--- src/rtl/cpu_control_pkg.sv ---
// cpu_control_pkg: shared widths, FSM state encoding, ALU select codes and opcode map
package cpu_control_pkg;
  localparam int DATA_W = 4;
  localparam int OP_W = 4;
  typedef enum logic [1:0] {
    IDLE  = 2'd0,
    FETCH = 2'd1,
    EXEC  = 2'd2
  } state_t;
  localparam logic [1:0] SEL_A    = 2'b00;
  localparam logic [1:0] SEL_B    = 2'b01;
  localparam logic [1:0] SEL_IN   = 2'b10;
  localparam logic [1:0] SEL_ZERO = 2'b11;
  localparam logic [OP_W-1:0] OP_ADD_A = 4'h0;
  localparam logic [OP_W-1:0] OP_MOV_AB = 4'h1;
  localparam logic [OP_W-1:0] OP_IN_A  = 4'h2;
  localparam logic [OP_W-1:0] OP_MOV_AI = 4'h3;
  localparam logic [OP_W-1:0] OP_MOV_BA = 4'h4;
  localparam logic [OP_W-1:0] OP_ADD_B = 4'h5;
  localparam logic [OP_W-1:0] OP_IN_B  = 4'h6;
  localparam logic [OP_W-1:0] OP_MOV_BI = 4'h7;
  localparam logic [OP_W-1:0] OP_OUT_B = 4'h9;
  localparam logic [OP_W-1:0] OP_OUT_I = 4'hB;
  localparam logic [OP_W-1:0] OP_JNC   = 4'hE;
  localparam logic [OP_W-1:0] OP_JMP   = 4'hF;
endpackage

--- src/rtl/cpu_control_decode.sv ---
// cpu_control_decode: opcode+carry -> sel, load_a/b/out, pc_inc/pc_load, imm_zero, is_add (combinational)
module cpu_control_decode
  import cpu_control_pkg::*;
(
  input  logic [OP_W-1:0] op,
  input  logic            carry,
  output logic [1:0]      sel,
  output logic            load_a,
  output logic            load_b,
  output logic            load_out,
  output logic            pc_inc,
  output logic            pc_load,
  output logic            imm_zero,
  output logic            is_add
);
  always_comb begin
    sel = SEL_A;
    load_a = 1'b0;
    load_b = 1'b0;
    load_out = 1'b0;
    pc_inc = 1'b1;
    pc_load = 1'b0;
    imm_zero = 1'b0;
    is_add = 1'b0;
    case (op)
      OP_ADD_A: begin
        is_add = 1'b1;
        load_a = 1'b1;
      end
      OP_ADD_B: begin
        is_add = 1'b1;
        sel = SEL_B;
        load_b = 1'b1;
      end
      OP_MOV_AI: begin
        sel = SEL_ZERO;
        load_a = 1'b1;
      end
      OP_MOV_BI: begin
        sel = SEL_ZERO;
        load_b = 1'b1;
      end
      OP_MOV_AB: begin
        sel = SEL_B;
        load_a = 1'b1;
        imm_zero = 1'b1;
      end
      OP_MOV_BA: begin
        load_b = 1'b1;
        imm_zero = 1'b1;
      end
      OP_IN_A: begin
        sel = SEL_IN;
        load_a = 1'b1;
        imm_zero = 1'b1;
      end
      OP_IN_B: begin
        sel = SEL_IN;
        load_b = 1'b1;
        imm_zero = 1'b1;
      end
      OP_OUT_B: begin
        sel = SEL_B;
        load_out = 1'b1;
        imm_zero = 1'b1;
      end
      OP_OUT_I: begin
        sel = SEL_ZERO;
        load_out = 1'b1;
      end
      OP_JMP: begin
        pc_inc = 1'b0;
        pc_load = 1'b1;
      end
      OP_JNC: begin
        pc_inc = carry;
        pc_load = ~carry;
      end
      default: ;
    endcase
  end
endmodule

--- src/rtl/cpu_control.sv ---
// cpu_control: fetch/exec FSM (clk, clr, run, rom_req/ack/data) driving imm, sel, load_a/b/out, pc_inc/pc_load, carry, busy
module cpu_control
  import cpu_control_pkg::*;
#(
  parameter int DATA_W = cpu_control_pkg::DATA_W,
  parameter int OP_W = cpu_control_pkg::OP_W
) (
  input  logic                   clk,
  input  logic                   clr,
  input  logic                   run,
  output logic                   rom_req,
  input  logic                   rom_ack,
  input  logic [OP_W+DATA_W-1:0] rom_data,
  output logic [DATA_W-1:0]      imm,
  output logic [1:0]             sel,
  input  logic                   alu_carry,
  output logic                   load_a,
  output logic                   load_b,
  output logic                   load_out,
  output logic                   pc_inc,
  output logic                   pc_load,
  output logic                   carry,
  output logic                   busy
);
  state_t state;
  logic [OP_W+DATA_W-1:0] ir;
  logic ex;
  logic [1:0] d_sel;
  logic d_la, d_lb, d_lo, d_inc, d_ld, imm_zero, is_add;
  cpu_control_decode u_decode (
    .op      (ir[OP_W+DATA_W-1:DATA_W]),
    .carry   (carry),
    .sel     (d_sel),
    .load_a  (d_la),
    .load_b  (d_lb),
    .load_out(d_lo),
    .pc_inc  (d_inc),
    .pc_load (d_ld),
    .imm_zero(imm_zero),
    .is_add  (is_add)
  );
  assign ex = state == EXEC;
  assign rom_req = state == FETCH;
  assign busy = state != IDLE;
  assign sel = ex ? d_sel : 2'b00;
  assign imm = ex && !imm_zero ? ir[DATA_W-1:0] : '0;
  assign load_a = ex & d_la;
  assign load_b = ex & d_lb;
  assign load_out = ex & d_lo;
  assign pc_inc = ex & d_inc;
  assign pc_load = ex & d_ld;
  always_ff @(posedge clk) begin
    if (clr) begin
      state <= IDLE;
      ir <= '0;
      carry <= 1'b0;
    end else begin
      case (state)
        IDLE: state <= run ? FETCH : IDLE;
        FETCH: if (rom_ack) begin
          ir <= rom_data;
          state <= EXEC;
        end
        EXEC: begin
          carry <= is_add & alu_carry;
          state <= run ? FETCH : IDLE;
        end
        default: state <= IDLE;
      endcase
    end
  end
endmodule

--- config.mk ---
export PLATFORM = sky130hd
export DESIGN_NAME = cpu_control
export DESIGN_NICKNAME = d
export VERILOG_FILES = /design/src/rtl/cpu_control_pkg.sv /design/src/rtl/cpu_control_decode.sv /design/src/rtl/cpu_control.sv
export SDC_FILE = /design/constraint.sdc
export NUM_CORES = 1
export LEC_CHECK = 0
export CAP_MARGIN = 20
export CORE_UTILIZATION = 41
export DETAILED_ROUTE_END_ITERATION = 10
export HOLD_SLACK_MARGIN = 0.06
export PLACE_DENSITY = 0.87
export SLEW_MARGIN = 20
export SYNTH_ARGS = -nofsm -noshare
export SYNTH_HDL_FRONTEND = slang
export SYNTH_SLANG_ARGS = --single-unit
export TNS_END_PERCENT = 20
--- constraint.sdc ---
create_clock -name clk -period 2.5 [get_ports clk]
set_clock_uncertainty 0.15 [all_clocks]
set_input_delay 0.5 -clock clk [delete_from_list [all_inputs] [get_ports clk]]
set_output_delay 0.5 -clock clk [all_outputs]
set_load 0.01 [all_outputs]
==> results.sh, run 1 <==
export IMPL_finalCritPeriodShare=0.963
export IMPL_io_buffers=26
export IMPL_initial_core_util=0.436
export IMPL_cts_max_path_buffers=2
export IMPL_grt_total_usage=0.167
export IMPL_firstDrtPassIters=2
export IMPL_clkLatencyLatePin_ns=0.26
export IMPL_p_sw_frac=0.231
export IMPL_setup_viol=0
export IMPL_drive_gt1_frac=0.0870
export IMPL_worst_slew_margin_rel=0.647
export IMPL_finalHoldViolations=0
export IMPL_viasPerCell=4.88
export IMPL_pwr_share_seq=0.517
export IMPL_placementRows=13
export IMPL_netlist_cell_type_count=24
export IMPL_antenna_left=0
export IMPL_total_power_mw=0.366
export IMPL_drc=0
export IMPL_die_x_um=39.2
export IMPL_finalSetupTns_ns=0
export IMPL_wire_per_inst_um=11.0
export IMPL_grt_start_max_net_pins=13
export IMPL_vias=522
export IMPL_synth_top_area_frac=0.389
export IMPL_max_cap_violations=0
export IMPL_die_h_um=39.2
export IMPL_clkTransAtPathRegs_ns=0.07
export IMPL_final_core_util=0.659
export IMPL_grt_remaining_overflow=0
export IMPL_crit_arrival_ns=1.76
export IMPL_holdCritPathClass="flip-flop to flip-flop"
export IMPL_cp_end_kind="primary output"
export IMPL_pre_cts_ws_ns=0.242
export IMPL_internal_power_mw=0.282
export IMPL_leakage_nw=0.409
export IMPL_ys_warn_count=0
export IMPL_cts_buffers_inserted=3
export IMPL_critPathMaxFanout=6
export IMPL_antenna_found_initial=0
export IMPL_p_per_area_nw_per_um2=427
export IMPL_min_period_ns=2.41
export IMPL_syn_avg_cell_area_um2=8.86
export IMPL_vdd_ir_drop_max_uv=276
export IMPL_cts_htree_levels=1
export IMPL_crit_type="flip-flop to primary output"
export IMPL_comb_power_share=0.161
export IMPL_synth_fp_nets=77
export IMPL_drt_initial_drc_count=9
export IMPL_fillers=114
export IMPL_root_buffer="clkbuf_4"
export IMPL_p_sw_mw=0.0845
export IMPL_area_delta_synth_final_pct=51.2
export IMPL_mostFrequentLayoutCell="clkdlybuf4s50_1"
export IMPL_status="completed"
export IMPL_grt_pass1_vias=416
export IMPL_slew_violations=0
export IMPL_worst_slack_ns=0.0914
export IMPL_coreArea_um2=1300
export IMPL_max_freq_ghz=0.415
export IMPL_final_nets=106
export IMPL_crit_required_ns=1.85
export IMPL_ys_seq_elements=11
export IMPL_die_area_um2=1540
export IMPL_routed_wl_mm=1.17
export IMPL_rsz0062_at_grt="false"
export IMPL_ios=27
export IMPL_grt_pass1_wl_mm=1.69
export IMPL_tightest_slew_ns=0.528
export IMPL_yosysSeqAreaShare=0.389
export IMPL_n_antenna_cell=0
export IMPL_synth_area_leaders="dfxtp_1 (39%), mux2i_1 (16%), nor2_1 (8.6%)"
export IMPL_pwr_share_clk=0.322
export IMPL_synth_top_cell_by_area="dfxtp_1"
export IMPL_cts_tree="built"
export IMPL_layout_common_cells="clkdlybuf4s50_1 (20), nor2_1 (13), dfxtp_1 (10)"
export IMPL_syn_area_um2=567
export IMPL_gp_congestion=0.721
export IMPL_cp_start_kind="flip-flop"
export IMPL_synth_cells=64
export IMPL_cts_sinks=11
-- cells by family (layout without fill, tap and decap cells) --
logic type	after synthesis	after routing	synth area share
muxes	9	9	0.159
DFF	11	11	0.389
and+or+nand+nor	34	34	0.329
AOI/OAI and AO/OA	5	5	0.0684
buffers and inverters	5	33	0.0552
-- Yosys cell counts (all sizes together) --
cell and instances:
dfxtp 11, nand4 1, o31ai 1, o2111ai 1
buf 3, and2b 2, a211oi 1, nor3 1
nor3b 3, or2 2, nand2b 1, nor2 13
and2 5, or2b 2, nand3b 1, nor4b 1
inv 1, nand2 2, clkbuf 1, mux2i 9
a21oi 2
-- path summary, 6_finish.rpt --
path                 start  endpoint  slack (ns)  depth (start not counted)
hold / removal       carry     carry        0.34                          2
setup / recovery  state[0]    load_a        0.09                          4
setup reg to reg  state[0]     ir[0]        1.05                          3
hold reg to reg      carry     carry        0.34                          2
-- stage by stage --
step                cell area (um2)  hold slack, ns  cells
floorplan                       567           0.305     64
global placement                826           0.328    102
detailed placement              826           0.337    102
CTS                             855           0.348    107
global route                    857           0.371    107
finish                          857           0.344    107
-- power by group through the flow --
stage          Sequential [mW]  Combinational [mW]  Clock (mW)
4_1_cts                  0.189              0.0598       0.126
5_1_grt                  0.191              0.0637       0.130
3_3_place_gp             0.193              0.0582           0
3_5_place_dp             0.193              0.0592           0
2_1_floorplan            0.190              0.0313           0
6_report                 0.189              0.0589       0.118
-- worst max-delay path: stages, from the launching register on --
cell             delay (ns)
dfxtp_1                0.36
or2b_1                 0.27
buf_4                  0.15
nor3_1                 0.14
clkdlybuf4s50_1        0.57
-- registers in the layout, summed over array words and instances, names as in the netlist --
signal	cells
carry	1
state	2
ir	8
-- layout make-up --
cell class	count	area, um2	share of cell area
well taps	15	18.8	0.0219
repair buffers	28	272	0.317
flip-flops and latches	11	221	0.258
clock buffers	4	26.3	0.0307
multi-input cells	48	315	0.368
inverters	1	3.75	0.00438
-- timing repair --
action,in CTS,in global routing
setup endpoints to repair,4,1
gates resized for setup,6,1
buffers inserted,1,0
pin swaps,1,0
hold buffers,0,0
-- per-layer routing --
layer	vias up	GRT usage	share of wire
met5	-	0	0
met4	0	0.103	0.0085
met3	2	0.0520	0.054
met2	17	0.242	0.45
met1	232	0.213	0.48
li1	271	-	-
(Power assumes the default switching activity.)
==> run 2: changes to the inputs <==
--- a/config.mk
+++ b/config.mk
@@ -5,11 +5,11 @@
 export SDC_FILE = /design/constraint.sdc
 export NUM_CORES = 1
 export LEC_CHECK = 0
-export CAP_MARGIN = 20
 export CORE_UTILIZATION = 41
 export DETAILED_ROUTE_END_ITERATION = 10
 export HOLD_SLACK_MARGIN = 0.06
 export PLACE_DENSITY = 0.87
+export REMOVE_ABC_BUFFERS = 1
 export SLEW_MARGIN = 20
 export SYNTH_ARGS = -nofsm -noshare
 export SYNTH_HDL_FRONTEND = slang
==> run 2 against run 1 <==
- worst setup slack worse by 0.038 ns
- flip-flop and latch count unchanged
- die area stayed put
- via count up 1.3%
- clock-buffer cell count did not move
- sequential power barely moved
- first-iteration DRC count fell by 56%
- non-clock buffer count increased by 1
- largest cell class unchanged
==> results.sh, run 2 (same netlist as run 1, synthesis figures left out) <==
export IMPL_finalSetupTns_ns=0
export IMPL_crit_arrival_ns=1.80
export IMPL_grt_pass1_vias=479
export IMPL_placementRows=13
export IMPL_finalHoldViolations=0
export IMPL_cts_htree_levels=1
export IMPL_status="completed"
export IMPL_wire_per_inst_um=11.5
export IMPL_pre_cts_ws_ns=0.230
export IMPL_cp_end_kind="primary output"
export IMPL_crit_type="flip-flop to primary output"
export IMPL_vias=529
export IMPL_hold_depth=2
export IMPL_cts_sinks=11
export IMPL_mostFrequentLayoutCell="clkdlybuf4s50_1"
export IMPL_seq_area_um2=221
export IMPL_leakage_nw=0.390
export IMPL_gp_congestion=0.729
export IMPL_firstDrtPassIters=4
export IMPL_largest_register_ffs=8
export IMPL_die_x_um=39.2
export IMPL_die_h_um=39.2
export IMPL_finalCritPeriodShare=0.979
export IMPL_grt_start_max_net_pins=12
export IMPL_path_cells="or2b_1 > buf_4 > nor3b_1 > clkdlybuf4s50_1"
export IMPL_area_delta_synth_final_pct=52.3
export IMPL_final_nets=107
export IMPL_grt_pass1_wl_mm=1.86
export IMPL_cp_slowest_cell="clkdlybuf4s50_1"
export IMPL_crit_cells=4
export IMPL_worst_path_dominant_cell_family="buffers and inverters"
export IMPL_vdd_ir_drop_max_uv=332
export IMPL_min_period_ns=2.45
export IMPL_drive_gt1_frac=0.0968
export IMPL_largest_register="ir"
export IMPL_grt_total_usage=0.184
export IMPL_p_per_area_nw_per_um2=429
export IMPL_hold_slack_ns=0.342
export IMPL_grt_remaining_overflow=0
export IMPL_cts_buffers_inserted=3
export IMPL_max_cap_violations=0
export IMPL_antenna_left=0
export IMPL_n_antenna_cell=0
export IMPL_root_buffer="clkbuf_4"
export IMPL_ios=27
export IMPL_r2r_cells=3
export IMPL_clkTransAtPathRegs_ns=0.07
export IMPL_critPathMaxFanout=6
export IMPL_antenna_found_initial=0
export IMPL_routed_wl_mm=1.24
export IMPL_design_area_um2=863
export IMPL_die_area_um2=1540
export IMPL_drc=0
export IMPL_drt_initial_drc_count=4
export IMPL_reg_top3="ir: 8 flops, state: 2 flops, carry: 1 flops"
export IMPL_cp_start_kind="flip-flop"
export IMPL_final_core_util=0.663
export IMPL_tightest_slew_ns=0.549
export IMPL_initial_core_util=0.436
export IMPL_io_buffers=26
export IMPL_max_freq_ghz=0.409
export IMPL_placed_area_um2=833
export IMPL_multi_input_area_um2=315
export IMPL_cts_tree="built"
export IMPL_rsz0062_at_grt="false"
export IMPL_worst_slew_margin_rel=0.633
export IMPL_slowest_delay_ns=0.57
export IMPL_fillers=114
export IMPL_hold_buffers=0
export IMPL_slew_violations=0
export IMPL_cts_max_path_buffers=2
export IMPL_crit_buf_inv=2
export IMPL_setup_viol=0
export IMPL_coreArea_um2=1300
export IMPL_worst_slack_ns=0.0537
export IMPL_holdCritPathClass="flip-flop to flip-flop"
export IMPL_layout_common_cells="clkdlybuf4s50_1 (22), nor2_1 (13), dfxtp_1 (10)"
export IMPL_viasPerCell=4.90
export IMPL_crit_required_ns=1.85
export IMPL_clkLatencyLatePin_ns=0.26
run 2: layout make-up:
class / count / share of cell area
Clock buffer: 4 / 0.0304
Inverter: 1 / 0.00435
Multi-Input combinational cell: 48 / 0.365
Sequential cell: 11 / 0.257
Tap cell: 15 / 0.0217
Timing Repair Buffer: 29 / 0.322
run 2: power breakdown:
group / leakage, nW / internal, mW / switching, mW
Sequential: 0.0900 / 0.182 / 0.00694
Clock: 0.0150 / 0.0617 / 0.0587
Combinational: 0.285 / 0.0389 / 0.0219
run 2: final timing paths:
check | from | to | slack [ns]
setup / recovery | state[0] | load_b | 0.05
setup reg to reg | state[0] | ir[6] | 1.05
hold / removal | carry | carry | 0.34
hold reg to reg | carry | carry | 0.34
run 2: per-layer routing:
| metal | up-vias | wire [um] | GRT usage |
|---|---|---|---|
| li1 | 273 | - | - |
| met1 | 235 | 591 | 0.220 |
| met2 | 19 | 589 | 0.292 |
| met3 | 2 | 53 | 0.0173 |
| met4 | 0 | 8 | 0.155 |
| met5 | - | 0 | 0 |
run 2: worst register-to-register path, stage by stage, from the launching register on:
cell	delay (ns)
dfxtp_1	0.41
nand3b_1	0.42
mux2i_1	0.29
nor2_1	0.06
run 2: what timing repair did:
item	in CTS	in global routing
gates resized for setup	5	0
setup buffers	1	0
setup endpoints to repair	4	0
run 2: stage by stage:
step | instances | total power, mW
floorplan | 60 | 0.217
global placement | 103 | 0.252
detailed placement | 103 | 0.254
CTS | 108 | 0.375
global route | 108 | 0.386
finish | 108 | 0.370
